<file path="src/rtl/pipe_stage_elastic_pkg.sv">
// Shared definitions for the elastic pipeline stage: stage control encodings
// and the canonical NOP instruction used to build flush payloads.
package pipe_stage_elastic_pkg;

    // Stage control; any encoding other than GO or FLUSH behaves as HOLD.
    typedef enum logic [1:0] {
        CTRL_HOLD  = 2'b00,
        CTRL_GO    = 2'b01,
        CTRL_FLUSH = 2'b10
    } stage_ctrl_e;

    // Canonical no-op instruction (addi x0, x0, 0) for ID/EX flush payloads.
    localparam logic [31:0] NOP = 32'h0000_0013;

endpackage

</file>
<file path="src/rtl/pipe_slot.sv">
// One pipeline entry: valid flop plus W-bit payload register.
// Flush invalidates and reloads FLUSH_VAL; load fills; drop only invalidates.
module pipe_slot #(
    parameter int            W         = 64,
    parameter logic [W-1:0]  FLUSH_VAL = '0
) (
    input  logic         clk,
    input  logic         rst,
    input  logic         flush,
    input  logic         load,
    input  logic         drop,
    input  logic [W-1:0] load_data,
    output logic         valid,
    output logic [W-1:0] data
);

    logic         valid_reg;
    logic [W-1:0] data_reg;

    // Entry state: flush beats load beats drop; payload is kept on drop.
    always_ff @(posedge clk or negedge rst) begin
        if (!rst) begin
            valid_reg <= 1'b0;
            data_reg  <= FLUSH_VAL;
        end else if (flush) begin
            valid_reg <= 1'b0;
            data_reg  <= FLUSH_VAL;
        end else if (load) begin
            valid_reg <= 1'b1;
            data_reg  <= load_data;
        end else if (drop) begin
            valid_reg <= 1'b0;
        end
    end

    assign valid = valid_reg;
    assign data  = data_reg;

endmodule

</file>
<file path="src/rtl/pipe_stage_elastic.sv">
// Elastic pipeline stage register with GO/FLUSH/HOLD control and a
// saturating backpressure counter. Define PIPE_STAGE_SKID_EN to add a skid
// entry so in_ready comes straight from a flop instead of from out_ready.
module pipe_stage_elastic
    import pipe_stage_elastic_pkg::*;
#(
    parameter int            W         = 64,
    parameter logic [W-1:0]  FLUSH_VAL = '0,
    parameter int            CNT_W     = 16
) (
    input  logic             clk,
    input  logic             rst,
    input  logic [1:0]       ctrl,
    input  logic             in_valid,
    output logic             in_ready,
    input  logic [W-1:0]     in_data,
    output logic             out_valid,
    input  logic             out_ready,
    output logic [W-1:0]     out_data,
    output logic [1:0]       level,
    input  logic             clr_stats,
    output logic [CNT_W-1:0] stall_cnt
);

    logic         go;
    logic         flush;
    logic         accept;
    logic         emit;
    logic         main_valid;
    logic [W-1:0] main_data;
    logic         main_load;
    logic         main_drop;
    logic [W-1:0] main_load_data;

    assign go    = (ctrl == CTRL_GO);
    assign flush = (ctrl == CTRL_FLUSH);

    // HOLD and FLUSH both mask the handshake combinationally.
    assign out_valid = go & main_valid;
    assign out_data  = main_data;
    assign accept    = in_valid & in_ready;
    assign emit      = out_valid & out_ready;

    pipe_slot #(.W(W), .FLUSH_VAL(FLUSH_VAL)) u_main (
        .clk       (clk),
        .rst       (rst),
        .flush     (flush),
        .load      (main_load),
        .drop      (main_drop),
        .load_data (main_load_data),
        .valid     (main_valid),
        .data      (main_data)
    );

`ifdef PIPE_STAGE_SKID_EN
    logic         skid_valid;
    logic [W-1:0] skid_data;
    logic         skid_load;
    logic         skid_drop;

    // in_ready depends only on the skid flop, breaking the out_ready path.
    assign in_ready = go & ~skid_valid;
    assign level    = {1'b0, main_valid} + {1'b0, skid_valid};

    pipe_slot #(.W(W), .FLUSH_VAL(FLUSH_VAL)) u_skid (
        .clk       (clk),
        .rst       (rst),
        .flush     (flush),
        .load      (skid_load),
        .drop      (skid_drop),
        .load_data (in_data),
        .valid     (skid_valid),
        .data      (skid_data)
    );

    // Steering: skid refills main on emit; accepts go to skid only when main is stuck.
    always_comb begin
        main_load      = 1'b0;
        main_drop      = 1'b0;
        main_load_data = in_data;
        skid_load      = 1'b0;
        skid_drop      = 1'b0;
        if (emit) begin
            if (skid_valid) begin
                main_load      = 1'b1;
                main_load_data = skid_data;
                skid_drop      = 1'b1;
            end else if (accept) begin
                main_load = 1'b1;
            end else begin
                main_drop = 1'b1;
            end
        end else if (accept) begin
            if (main_valid) begin
                skid_load = 1'b1;
            end else begin
                main_load = 1'b1;
            end
        end
    end
`else
    // Single entry: a full stage still accepts when downstream drains it.
    assign in_ready = go & (~main_valid | out_ready);
    assign level    = {1'b0, main_valid};

    // Steering: every accept refills main; an emit without refill empties it.
    always_comb begin
        main_load      = accept;
        main_drop      = emit & ~accept;
        main_load_data = in_data;
    end
`endif

    logic [CNT_W-1:0] stall_cnt_reg;

    // Backpressure counter: clear wins, otherwise saturating increment on GO stalls.
    always_ff @(posedge clk or negedge rst) begin
        if (!rst) begin
            stall_cnt_reg <= '0;
        end else if (clr_stats) begin
            stall_cnt_reg <= '0;
        end else if (out_valid && !out_ready && (stall_cnt_reg != {CNT_W{1'b1}})) begin
            stall_cnt_reg <= stall_cnt_reg + 1'b1;
        end
    end

    assign stall_cnt = stall_cnt_reg;

endmodule

</file>
<file path="config.mk">
export PLATFORM = sky130hd
export DESIGN_NAME = pipe_stage_elastic
export DESIGN_NICKNAME = d
export VERILOG_FILES = /design/src/rtl/pipe_stage_elastic_pkg.sv /design/src/rtl/pipe_slot.sv /design/src/rtl/pipe_stage_elastic.sv
export SDC_FILE = /design/constraint.sdc
export NUM_CORES = 1
export LEC_CHECK = 0
export ABC_AREA = 1
export CORE_ASPECT_RATIO = 2
export CORE_UTILIZATION = 43
export DETAILED_ROUTE_END_ITERATION = 8
export PLACE_DENSITY = 0.91
export SETUP_SLACK_MARGIN = 0.3
export SLEW_MARGIN = 20
export SYNTH_ARGS = -nofsm -noshare
export SYNTH_HDL_FRONTEND = slang
export SYNTH_SLANG_ARGS = --single-unit
</file>
<file path="constraint.sdc">
create_clock -name clk -period 1.8 [get_ports clk]
set_input_delay 0.36 -clock clk [delete_from_list [all_inputs] [get_ports clk]]
set_output_delay 0.36 -clock clk [all_outputs]
set_load 0.05 [all_outputs]
</file>
; ---- Word-level counts from Yosys, hierarchy flattened
; Index checks and enable logic that the tools add are counted.
; W data, S select, Z words.
[word_totals]
register_bits = 81
latchBits = 0
mem_bits_rw = 0
rom_bits = 0
in_bits = 71
out_inout_bits = 84
word_cells = 28
n_memories = 0
[op_classes]
n_addsub = 1
multipliers = 0
n_div = 0
order_cmp = 0
eq_ne = 3
shift = 0
n_mux = 7
n_bitwise = 8
n_reduce_logical = 6
[ops]
columns = operator, count
row1 = $mux W64, 2
row2 = $mux W16, 2
row3 = $add A16 B1 Y16 const B, 1
row4 = $ne A16 B16 Y1 const B, 1
row5 = $and A1 B1 Y1, 5
row6 = $reduce_bool A2 Y1, 2
row7 = $mux W1, 3
row8 = $reduce_bool A3 Y1, 1
row9 = $eq A2 B1 Y1 const B, 1
row10 = $eq A2 B2 Y1 const B, 1
row11 = $logic_and A1 B1 Y1, 2
row12 = $not A1 Y1, 2
row13 = $logic_not A1 Y1, 1
row14 = $or A1 B1 Y1, 1

; ---- Longest topological paths before layout
; Gate-level depths: netlist of run 1.
[logic_depth]
ltp_word = 9
depth_mapped = 10
mapped_depth_nobuf = 9

; ---- Hierarchy
; A second synthesis of run 1 with hierarchy kept.
[unflattened]
hier_cells = 439
hier_area_um2 = 3696.0
[modules_own_cells]
columns = mod, n_inst, cells_per_inst, area_per_inst_um2, seq_area_each_um2
row1 = pipe_slot, 1, 283, 2611.3, 1626.6
row2 = pipe_stage_elastic, 1, 156, 1084.8, 400.4

; ---- Worst setup path before layout of run 1
; Ideal clock, no wire load.
[synth_path]
kind = register to register
startpoint = register stall_cnt_reg[0] (netlist: stall_cnt[0])
endpoint = register stall_cnt_reg[11] (netlist: stall_cnt[11])
setup_ns = 0.066
t_arrival_ns = 1.814
t_required_ns = 1.734
slack_ns = -0.080
stages_incl_launch_ff = 11
path_buffers = 1
period_less_slack_ns = 1.880
path_cell_list = dfrtp_1 > ha_1 > nand2_1 > nor2_4 > nand2_2 > nor2_4 > nor2_4 > nor2_4 > buf_6 > nand2_1 > nand2_1
[synth_via]
elab_chain_len = 3
word_cells_on_any_way = 6
cone_classes = add/sub (1) / eq/ne (1) / mux (2) / reduce/logical (2)
[synth_rtl]
columns = item, line
row1 = from (decl), pipe_stage_elastic.sv:114  ; logic [CNT_W-1:0] stall_cnt_reg;
row2 = from (signal assigned), pipe_stage_elastic.sv:123  ; stall_cnt_reg <= stall_cnt_reg + 1'b1;
row3 = $add A16 B1 Y16 / $ne A16 B16 Y1 (equally long branches), "pipe_stage_elastic.sv:123, pipe_stage_elastic.sv:122"
row4 = $mux W16 / $logic_and A1 B1 Y1 (equally long branches), pipe_stage_elastic.sv:122  ; end else if (out_valid && !out_ready && (stall_cnt_reg != {CNT_W{1'b1}})) begin
row5 = $mux W16 / $reduce_bool A2 Y1 (equally long branches), --
; Parallel ways exist; a longest one is shown, timed or not. The select of a mux whose other input is x is not followed.
; A chain may end at the register's enable or synchronous reset.

; ---- Worst setup path in the final report of run 1
[layout_path]
startpoint = register stall_cnt_reg[13] (netlist: stall_cnt[13])
endpoint = register stall_cnt_reg[10] (netlist: stall_cnt[10])
[layout_via]
elab_chain_len = 3
[layout_rtl]
columns = item, line
row1 = $ne A16 B16 Y1, pipe_stage_elastic.sv:122
row2 = $logic_and A1 B1 Y1, pipe_stage_elastic.sv:122
row3 = $reduce_bool A2 Y1 (no source line), --
; Every way passes these cells.

==> results of run 1 <==
## where the power goes
group | internal, mW | switching [mW] | total [mW]
clock | 1.14 | 0.711 | 1.86
combinational | 0.441 | 0.824 | 1.27
sequential | 1.96 | 0.0909 | 2.05
total | 3.54 | 1.63 | 5.17
## Yosys cell counts, drive strengths merged
cell	number
a21oi	3
buf	17
clkbuf	16
conb	1
dfrtp	81
ha	1
inv	19
nand2	131
nand3	143
nand3b	2
nand4	12
nor2	20
o21ai	1
or2	1
xor2	3
## critical path, cell delays in order, from the launching register on
cell     delay (ps)
dfrtp_2         420
nand2_1         110
nor2_2          180
nand2_1         110
nor2_4          130
nor2_4           70
nor2_4          170
buf_12          140
nand2_1          50
nand2_1          70
## worst max path at each step
stage                                   start                     endpoint  slack, ps  depth (start not counted)
floorplan            stall_cnt[0]$_DFFE_PN0P_    stall_cnt[11]$_DFFE_PN0P_        150                         10
global placement                      ctrl[0]  u_main.data[48]$_DFFE_PN0P_        -30                          9
detailed placement                    ctrl[0]  u_main.data[45]$_DFFE_PN0P_       -110                          9
CTS                  stall_cnt[1]$_DFFE_PN0P_    stall_cnt[11]$_DFFE_PN0P_        310                         10
global route         stall_cnt[1]$_DFFE_PN0P_    stall_cnt[10]$_DFFE_PN0P_        190                         10
finish              stall_cnt[13]$_DFFE_PN0P_    stall_cnt[10]$_DFFE_PN0P_        290                          9
## final cells by class
type                            instances  share of cell area
Clock inverter                          5             0.00936
Multi-Input combinational cell        318               0.267
Sequential cell                        81               0.356
Timing Repair Buffer                  185               0.290
Inverter                               19              0.0124
Clock buffer                           11              0.0440
Tap cell                               98              0.0213
## per-stage QoR
step | TNS (ps) | total power, mW | cells | setup slack, ps
6_report | 0 | 5.17 | 717 | 286
5_1_grt | 0 | 5.39 | 717 | 188
4_1_cts | 0 | 5.21 | 715 | 307
3_5_place_dp | -4600 | 3.32 | 689 | -106
3_3_place_gp | -1070 | 3.29 | 689 | -32.8
2_1_floorplan | 0 | 2.77 | 451 | 151
## kinds of logic after synthesis
group           count (synthesis)  synth area share
simple gates                  309             0.380
other cells                     1           0.00100
fa+ha+maj                       1           0.00335
flops                          81             0.543
buf+inv                        52            0.0606
compound gates                  4           0.00536
xor+xnor                        3           0.00704
## layer usage
metal  vias to the layer above  GRT usage
met2                       202      0.477
li1                       1820          -
met5                         -          0
met3                        50     0.0646
met1                      1891      0.295
met4                         0      0.188
## repair_timing
action                     CTS  global route
pin swaps                    3             5
setup endpoints to repair   77            17
setup buffers               10             2
gates resized for setup      7            12
==> flow_summary.ini, run 1 <==
[outcome]
status = finished clean

[yosys]
synthesis.area_mm2 = 0.00373
yosys_warnings = 0
synth_top_area_share = 0.543
synth_top_area_cell = dfrtp_1
syn_avg_cell_area_um2 = 8.28
ys_seq_area_frac = 0.543
synthCells = 451
synth_area_leaders = dfrtp_1 (54%), nand3_1 (19%), nand2_1 (13%)
ys_types = 20
synth-seq-cells = 81
syn_nets = 523

[layout]
largest_register_ff_count = 64
multiInputGateArea_mm2 = 0.00153
fin_nets = 686
area_growth_pct = 53.9
fillers = 608
n_antenna_cell = 0
drive_gt1_frac = 0.279
layout_commonest_cell = nand3_1
final_util = 0.688
fin_area_mm2 = 0.00575
layout_common_cells = nand3_1 (142), nand2_1 (122), buf_4 (106)
seqCellArea_mm2 = 0.00205

[drt]
wl_met1_um = 4000
via_per_inst = 5.53
dr_wl_met3_um = 743
vias = 3963
ant_nets = 0
drtIter0Drc = 315
top_layer = met4
drt_pre_antenna_iters = 5
drc = 0
wl_per_cell_um = 16.7
wl_um = 11900
dr_wl_met2_um = 6540

[min_path]
min_path_type = in -> async

[worst_setup_path]
rr_endpoint = stall_cnt[10]$_DFFE_PN0P_
reg2reg_setup_slack_ps = 290
critPathCaptureType = flip-flop
worstRegToRegCells = 9
cp-start-kind = flip-flop
crit_type = reg -> reg
reg2reg_from = stall_cnt[13]$_DFFE_PN0P_
arrival_ps = 1770
critPathRequiredTime_ps = 2060
crit_fanout = 9

[floorplanning]
die_h_um = 134
initial_core_util = 0.447
die-area_mm2 = 0.00909
row_count = 47
fp.coreArea_mm2 = 0.00835
io_pins = 155
die_w_um = 67.9

[power_and_ir_drop]
leakage_nw = 3.01
power_density_mw_per_mm2 = 899
ir_drop_uv = 608

[timing]
min_period_ps = 1510
finalHoldViolCount = 0
drv_slew = 0
finalSetupViolCount = 0
period_share = 0.841
worst_slew_margin_rel = 0.663
fmax_ghz = 0.661
hold_ws_ps = 1.78
worstMarginPinSlew_ps = 505
rsz0062_at_grt = yes
clock_skew_ps = 10.0

[global_routing]
grt_pass1_vias = 4159
grt_max_degree = 39
grt_overflow = 0
grt_pass1_wl_um = 19200
grt.total_usage = 0.281
antenna_found_initial = 0

[clock_tree]
clockBufferDepth = 2
hold_buffers = 0
worstSkewPairLatency_ps = 330
clockRootBuffer = clkbuf_16
numCtsBuffers = 9
clk_pin_slew_ps = 60
cts_tree = done
htree_num_levels = 3
cts.sinks = 81

[place]
dpl.hpwl_um = 8630
place_area_mm2 = 0.00531
io_buffers = 153
gp_congestion = 0.923

[job]
drv_cap = 0
Power figures use the tool's default switching activity.
==> run 2: changes to the inputs <==
- clock period: 1.8 -> 1.45 ns (I/O delays scaled with it)
==> run 2 against run 1 <==
Compared with the run above:
- the flow now stops in clock tree synthesis
- synthesized cell count unchanged
- synthesized area unchanged
==> flow_summary.ini, run 2 <==
[floorplanning]
io_pins = 155
die_w_um = 67.9
initial_core_util = 0.447
row_count = 47
die_h_um = 134

[outcome]
firstError = [ERROR DPL-0033] detailed placement checks failed during check placement.
haltStage = clock tree synthesis
status = aborted with a tool error

[yosys]
synth_top_area_share = 0.543
yosys_warnings = 0
synth_edf_count = 0
syn_avg_cell_area_um2 = 8.28
synthCells = 451
synth_common_cells = nand3_1 (143), nand2_1 (130), dfrtp_1 (81), inv_1 (19), clkbuf_1 (16)
syn_nets = 523
ys_seq_area_frac = 0.543
synthesis.area_mm2 = 0.00373
synth-seq-cells = 81
synth_top_area_cell = dfrtp_1
async_flop_share = 1.00
synth_area_leaders = dfrtp_1 (54%), nand3_1 (19%), nand2_1 (13%)
ys_types = 20
synth_most_common_cell = nand3_1
ys.flop_type = dfrtp_1

[place]
io_buffers = 153
place_ws_ps = -356
gp_congestion = 0.953
dpl.hpwl_um = 9450

[clock_tree]
post_cts_buffers = 64
numCtsBuffers = 9
hold_buffers = 1
clockRootBuffer = clkbuf_16
htree_num_levels = 3
cts-resized-gates = 136
cts.sinks = 81
clockBufferDepth = 2
[run 2: cell counts after synthesis]
No cell type changed its count.
[run 2: cell families after synthesis]
family / count (synthesis) / synth area share
compound gates: 4 / 0.00536
xor+xnor: 3 / 0.00704
fa+ha+maj: 1 / 0.00335
buf+inv: 52 / 0.0606
flops: 81 / 0.543
other cells: 1 / 0.00100
simple gates: 309 / 0.380
[run 2: stage by stage]
stage	hold slack, ps	TNS, ps	cell area, um^2	std cells	utilization
floorplan	-5.59	-2390	3830	451	-
global placement	346	-19950	6450	704	0.773
detailed placement	352	-21990	6450	704	0.773
==> run 3: changes to the inputs <==
- CORE_ASPECT_RATIO: 2 -> not set
- CORE_UTILIZATION: 43 -> 40
- PLACE_DENSITY: 0.91 -> not set
- PLACE_DENSITY_LB_ADDON: not set -> 0.15
- SETUP_SLACK_MARGIN: 0.3 -> not set
==> run 3 against run 2 <==
Compared with the run above:
- the flow now finishes without violations
==> flow_summary.ini, run 3 (synthesis gave the netlist of run 1 again) <==
[job]
drv_cap = 0

[layout]
fin_area_mm2 = 0.00683
fin_nets = 703
drive_gt1_frac = 0.294
layout_common_cells = nand3_1 (142), nand2_1 (123), buf_12 (88)
area_growth_pct = 82.7
fin_cells = 744
n_antenna_cell = 0
layout_commonest_cell = nand3_1
largest_register_ff_count = 64

[worst_setup_path]
critPathRequiredTime_ps = 1680
path_delay_family = simple AND/OR/NAND/NOR gates
cp-start-kind = flip-flop
cpPeakStageDelay_ps = 430
cpMaxStageDelayCell = dfrtp_2
arrival_ps = 1670
crit_fanout = 11
cp_common_cell = nor2_4
crit_type = reg -> reg
crit_chain = ha_4 -> nand2_4 -> nor2_4 -> nand2_2 -> nor2_4 -> nor2_4 -> nor2_4 -> buf_12 -> nand2_1 -> nand2_1
path_buf_inv = 1
critPathCaptureType = flip-flop

[place]
dpl.hpwl_um = 8380
io_buffers = 153
place_area_mm2 = 0.00649
place_ws_ps = -376
gp_congestion = 0.872
dp_cells = 721

[timing]
period_share = 0.997
clock_skew_ps = 8.72
finalHoldViolCount = 0
layout_setup_ws_ps = 5.04
rsz0062_at_grt = yes
finalSetupViolCount = 0
drv_slew = 0
min_period_ps = 1440
fmax_ghz = 0.692

[drt]
drc = 0
ant_nets = 0
wl_per_cell_um = 15.4
vias = 3867
via_per_inst = 5.20
drtIter0Drc = 214
drt_pre_antenna_iters = 5
wl_um = 11400

[floorplanning]
die-area_mm2 = 0.00973
fp.coreArea_mm2 = 0.00889
die_w_um = 98.6
die_h_um = 98.6
row_count = 34
io_pins = 155
initial_core_util = 0.420

[power_and_ir_drop]
power_mw = 6.57
ir_drop_uv = 690
power_density_mw_per_mm2 = 963
leakage_nw = 3.31

[clock_tree]
clk_pin_slew_ps = 80
cts_tree = done
cts.sinks = 81
numCtsBuffers = 9
clockBufferDepth = 2
worstSkewPairLatency_ps = 340
htree_num_levels = 3
clockRootBuffer = clkbuf_8

[min_path]
min_path_type = in -> async

[global_routing]
grt_overflow = 0
grt.total_usage = 0.240
grt_pass1_wl_um = 18500
grt_pass1_vias = 3798
antenna_found_initial = 0
grt_max_degree = 55

[outcome]
status = finished clean
## run 3: worst paths after layout
kind,startpoint,to,slack (ps),cells after the start
min,rst,stall_cnt[5]$_DFFE_PN0P_,290,2
max reg2reg,stall_cnt[0]$_DFFE_PN0P_,stall_cnt[9]$_DFFE_PN0P_,5,10
max,stall_cnt[0]$_DFFE_PN0P_,stall_cnt[9]$_DFFE_PN0P_,5,10
min reg2reg,u_main.data[49]$_DFFE_PN0P_,u_main.data[49]$_DFFE_PN0P_,560,2
min in group clk,in_valid,u_main.valid$_DFFE_PN0P_,440,4
max in group asynchronous,rst,stall_cnt[9]$_DFFE_PN0P_,620,3
## run 3: where the power goes
part | internal [mW] | switching, mW | total [mW]
Sequential | 2.42 | 0.187 | 2.61
Clock | 1.15 | 0.830 | 1.98
Combinational | 0.954 | 1.02 | 1.98
Total | 4.53 | 2.04 | 6.57
## run 3: repair_timing
action,4_1_cts,5_1_grt
hold buffers,1,0
buffers inserted,6,1
endpoints found under the setup margin,19,32
pin swaps,4,1
gates resized for setup,8,12
hold endpoints to repair,35,0
## run 3: metal layers
metal  global-route usage  routed length, um  vias up
li1                     -                  -     1847
met1                0.282               4460     1844
met2                0.429               5940      160
met3               0.0681                892       16
met4               0.0666                150        0
met5                    0                  0        -
## run 3: final cells by class
class | instances | area [um^2]
flip-flops and latches | 81 | 2040
clock inverters | 6 | 115
inverters | 19 | 73.8
well taps | 108 | 135
clock buffers | 10 | 128
multi-input cells | 318 | 1540
fillers | 590 | 2070
repair buffers | 202 | 2790
## run 3: per-stage QoR
stage,hold slack (ps),util,setup TNS (ps)
floorplan,-5.59,-,-2390
global placement,114,0.730,-22950
detailed placement,112,0.730,-27320
CTS,275,0.764,0
global route,291,0.768,-499
finish,294,0.768,0
## run 3: worst reg2reg max path: cells and delay by family (launching register included)
| family | cells | cell delay [ps] |
|---|---|---|
| flops | 1 | 430 |
| fa+ha+maj | 1 | 170 |
| buf+inv | 1 | 140 |
| simple gates | 8 | 570 |
==> run 4: changes to the inputs <==
- clock period: 1.45 -> 1.5 ns (I/O delays scaled with it)
==> run 4 against run 3 <==
Compared with the run above:
- the run now ends with setup timing left
- sequential power decreased by 3%
- largest power group unchanged
- register-to-register slack better by 40 ps
- largest cell class unchanged
- combinational power shrank 3%
- critical path type is now reg -> out
- clock-buffer cell count fell by 1
- critical path depth down 5
==> flow_summary.ini, run 4 (synthesis gave the netlist of run 1 again) <==
[power_and_ir_drop]
power_mw = 6.12
power_density_mw_per_mm2 = 899
leakage_nw = 3.32
p_switching_mw = 2.04
pwr-share-clk = 0.274
switching_share = 0.334
pwr-share-seq = 0.412
combPwrFrac = 0.314
power.internal_mw = 4.08
ir_drop_uv = 613

[drt]
drtIter0Drc = 177
wl_um = 11100
via_per_inst = 5.15
ant_nets = 0
vias = 3844
wl_per_cell_um = 14.8
drt_pre_antenna_iters = 7
drc = 0

[clock_tree]
clockBufferDepth = 2
cts.sinks = 81
worstSkewPairLatency_ps = 340
numCtsBuffers = 9
htree_num_levels = 3
cts_tree = done
clk_pin_slew_ps = 90
clockRootBuffer = clkbuf_8

[floorplanning]
io_pins = 155
initial_core_util = 0.420
die_w_um = 98.6
die_h_um = 98.6
row_count = 34
fp.coreArea_mm2 = 0.00889
die-area_mm2 = 0.00973

[worst_setup_path]
critPathCaptureType = primary output
reg2reg_setup_slack_ps = 50
path_buf_inv = 3
worstRegToRegCells = 9
cpPeakStageDelay_ps = 420
cpMaxStageDelayCell = dfrtp_2
crit_fanout = 2
cp-start-kind = flip-flop
crit_type = reg -> out
arrival_ps = 1200
critPathRequiredTime_ps = 1200
reg2reg_from = stall_cnt[1]$_DFFE_PN0P_
crit_chain = nand2_2 -> nand2_2 -> inv_2 -> buf_12 -> buf_12
rr_endpoint = stall_cnt[9]$_DFFE_PN0P_
path_delay_family = flip-flops

[place]
io_buffers = 153
place_area_mm2 = 0.00648
dp_cells = 718
place_ws_ps = -311
dpl.hpwl_um = 7910
gp_congestion = 0.851

[job]
drv_cap = 0

[timing]
clock_skew_ps = 10.6
min_period_ps = 1500
finalSetupViolCount = 1
drv_slew = 0
period_share = 1.00
fmax_ghz = 0.665
finalHoldViolCount = 0
rsz0062_at_grt = yes
layout_setup_ws_ps = -3.96
hold_ws_ps = 454

[global_routing]
grt_overflow = 0
grt_pass1_vias = 3813
grt.total_usage = 0.237
grt_max_degree = 82
antenna_found_initial = 0
grt_pass1_wl_um = 18500

[layout]
n_antenna_cell = 0
fin_nets = 706
area_growth_pct = 82.2
layout_commonest_cell = nand3_1
fin_cells = 747
fin_area_mm2 = 0.00681
layout_common_cells = nand3_1 (143), nand2_1 (125), buf_12 (89)
drive_gt1_frac = 0.288
largest_register_ff_count = 64

[min_path]
hold_end = u_main.valid$_DFFE_PN0P_
hold_path_depth = 4
hp-start = in_valid
min_path_type = in -> reg

[outcome]
failed_checks = setup timing
status = finished with violations
[run 4: cell types whose count changed in the layout (fill, tap and decap cells not counted), moves of 2 or more]
cell	delta
nand2_1	+2
nand2_2	-2
buf_6	+2
bufinv_16	-2
inv_1	+2
nor2_1	+2
inv_6	+2
[run 4: power by group through the flow]
stage / Sequential (mW) / Combinational [mW] / Clock [mW]
2_1_floorplan: 3.03 / 0.289 / 0
3_3_place_gp: 2.56 / 1.87 / 0
3_5_place_dp: 2.57 / 1.89 / 0
4_1_cts: 2.52 / 1.93 / 1.71
5_1_grt: 2.54 / 2.01 / 1.81
6_report: 2.52 / 1.92 / 1.68
[run 4: layout make-up]
| cell class | count | area [um^2] |
|---|---|---|
| Timing Repair Buffer | 205 | 2830 |
| Clock inverter | 7 | 83.8 |
| Sequential cell | 81 | 2040 |
| Tap cell | 108 | 135 |
| Clock buffer | 9 | 124 |
| Fill cell | 611 | 2080 |
| Inverter | 19 | 71.3 |
| Multi-Input combinational cell | 318 | 1520 |
[run 4: tightest hold or removal path, stage by stage]
cell,delay (ps)
buf_2,130
nand2_2,100
buf_12,170
nand2_1,60
[run 4: layer usage]
| layer | vias to the layer above | wire (um) | track usage |
|---|---|---|---|
| met5 | - | 0 | 0 |
| met4 | 0 | 227 | 0.0850 |
| met3 | 19 | 784 | 0.0674 |
| met2 | 126 | 5500 | 0.386 |
| met1 | 1846 | 4570 | 0.304 |
| li1 | 1853 | - | - |
[run 4: how the worst max path moves through the flow]
stage | depth (start not counted) | start | end | slack [ps]
2_1_floorplan | 10 | stall_cnt[0]$_DFFE_PN0P_ | stall_cnt[11]$_DFFE_PN0P_ | -140
3_3_place_gp | 9 | ctrl[0] | stall_cnt[0]$_DFFE_PN0P_ | -260
3_5_place_dp | 9 | ctrl[0] | stall_cnt[0]$_DFFE_PN0P_ | -310
4_1_cts | 4 | u_main.valid$_DFFE_PN0P_ | out_valid | -0.5
5_1_grt | 5 | u_main.valid$_DFFE_PN0P_ | in_ready | -50
6_report | 5 | u_main.valid$_DFFE_PN0P_ | in_ready | -4
[run 4: per-stage QoR]
step | utilization | setup TNS (ps)
finish | 0.766 | -3.96
global route | 0.766 | -90.2
CTS | 0.763 | -0.451
detailed placement | 0.729 | -22130
global placement | 0.729 | -18470
floorplan | - | -1690
[run 4: repair_timing]
item	4_1_cts	5_1_grt
setup endpoints to repair	16	18
pin swaps	4	2
resized for setup	9	4
hold buffers	1	0
endpoints found under the hold margin	33	0
setup buffers	10	2
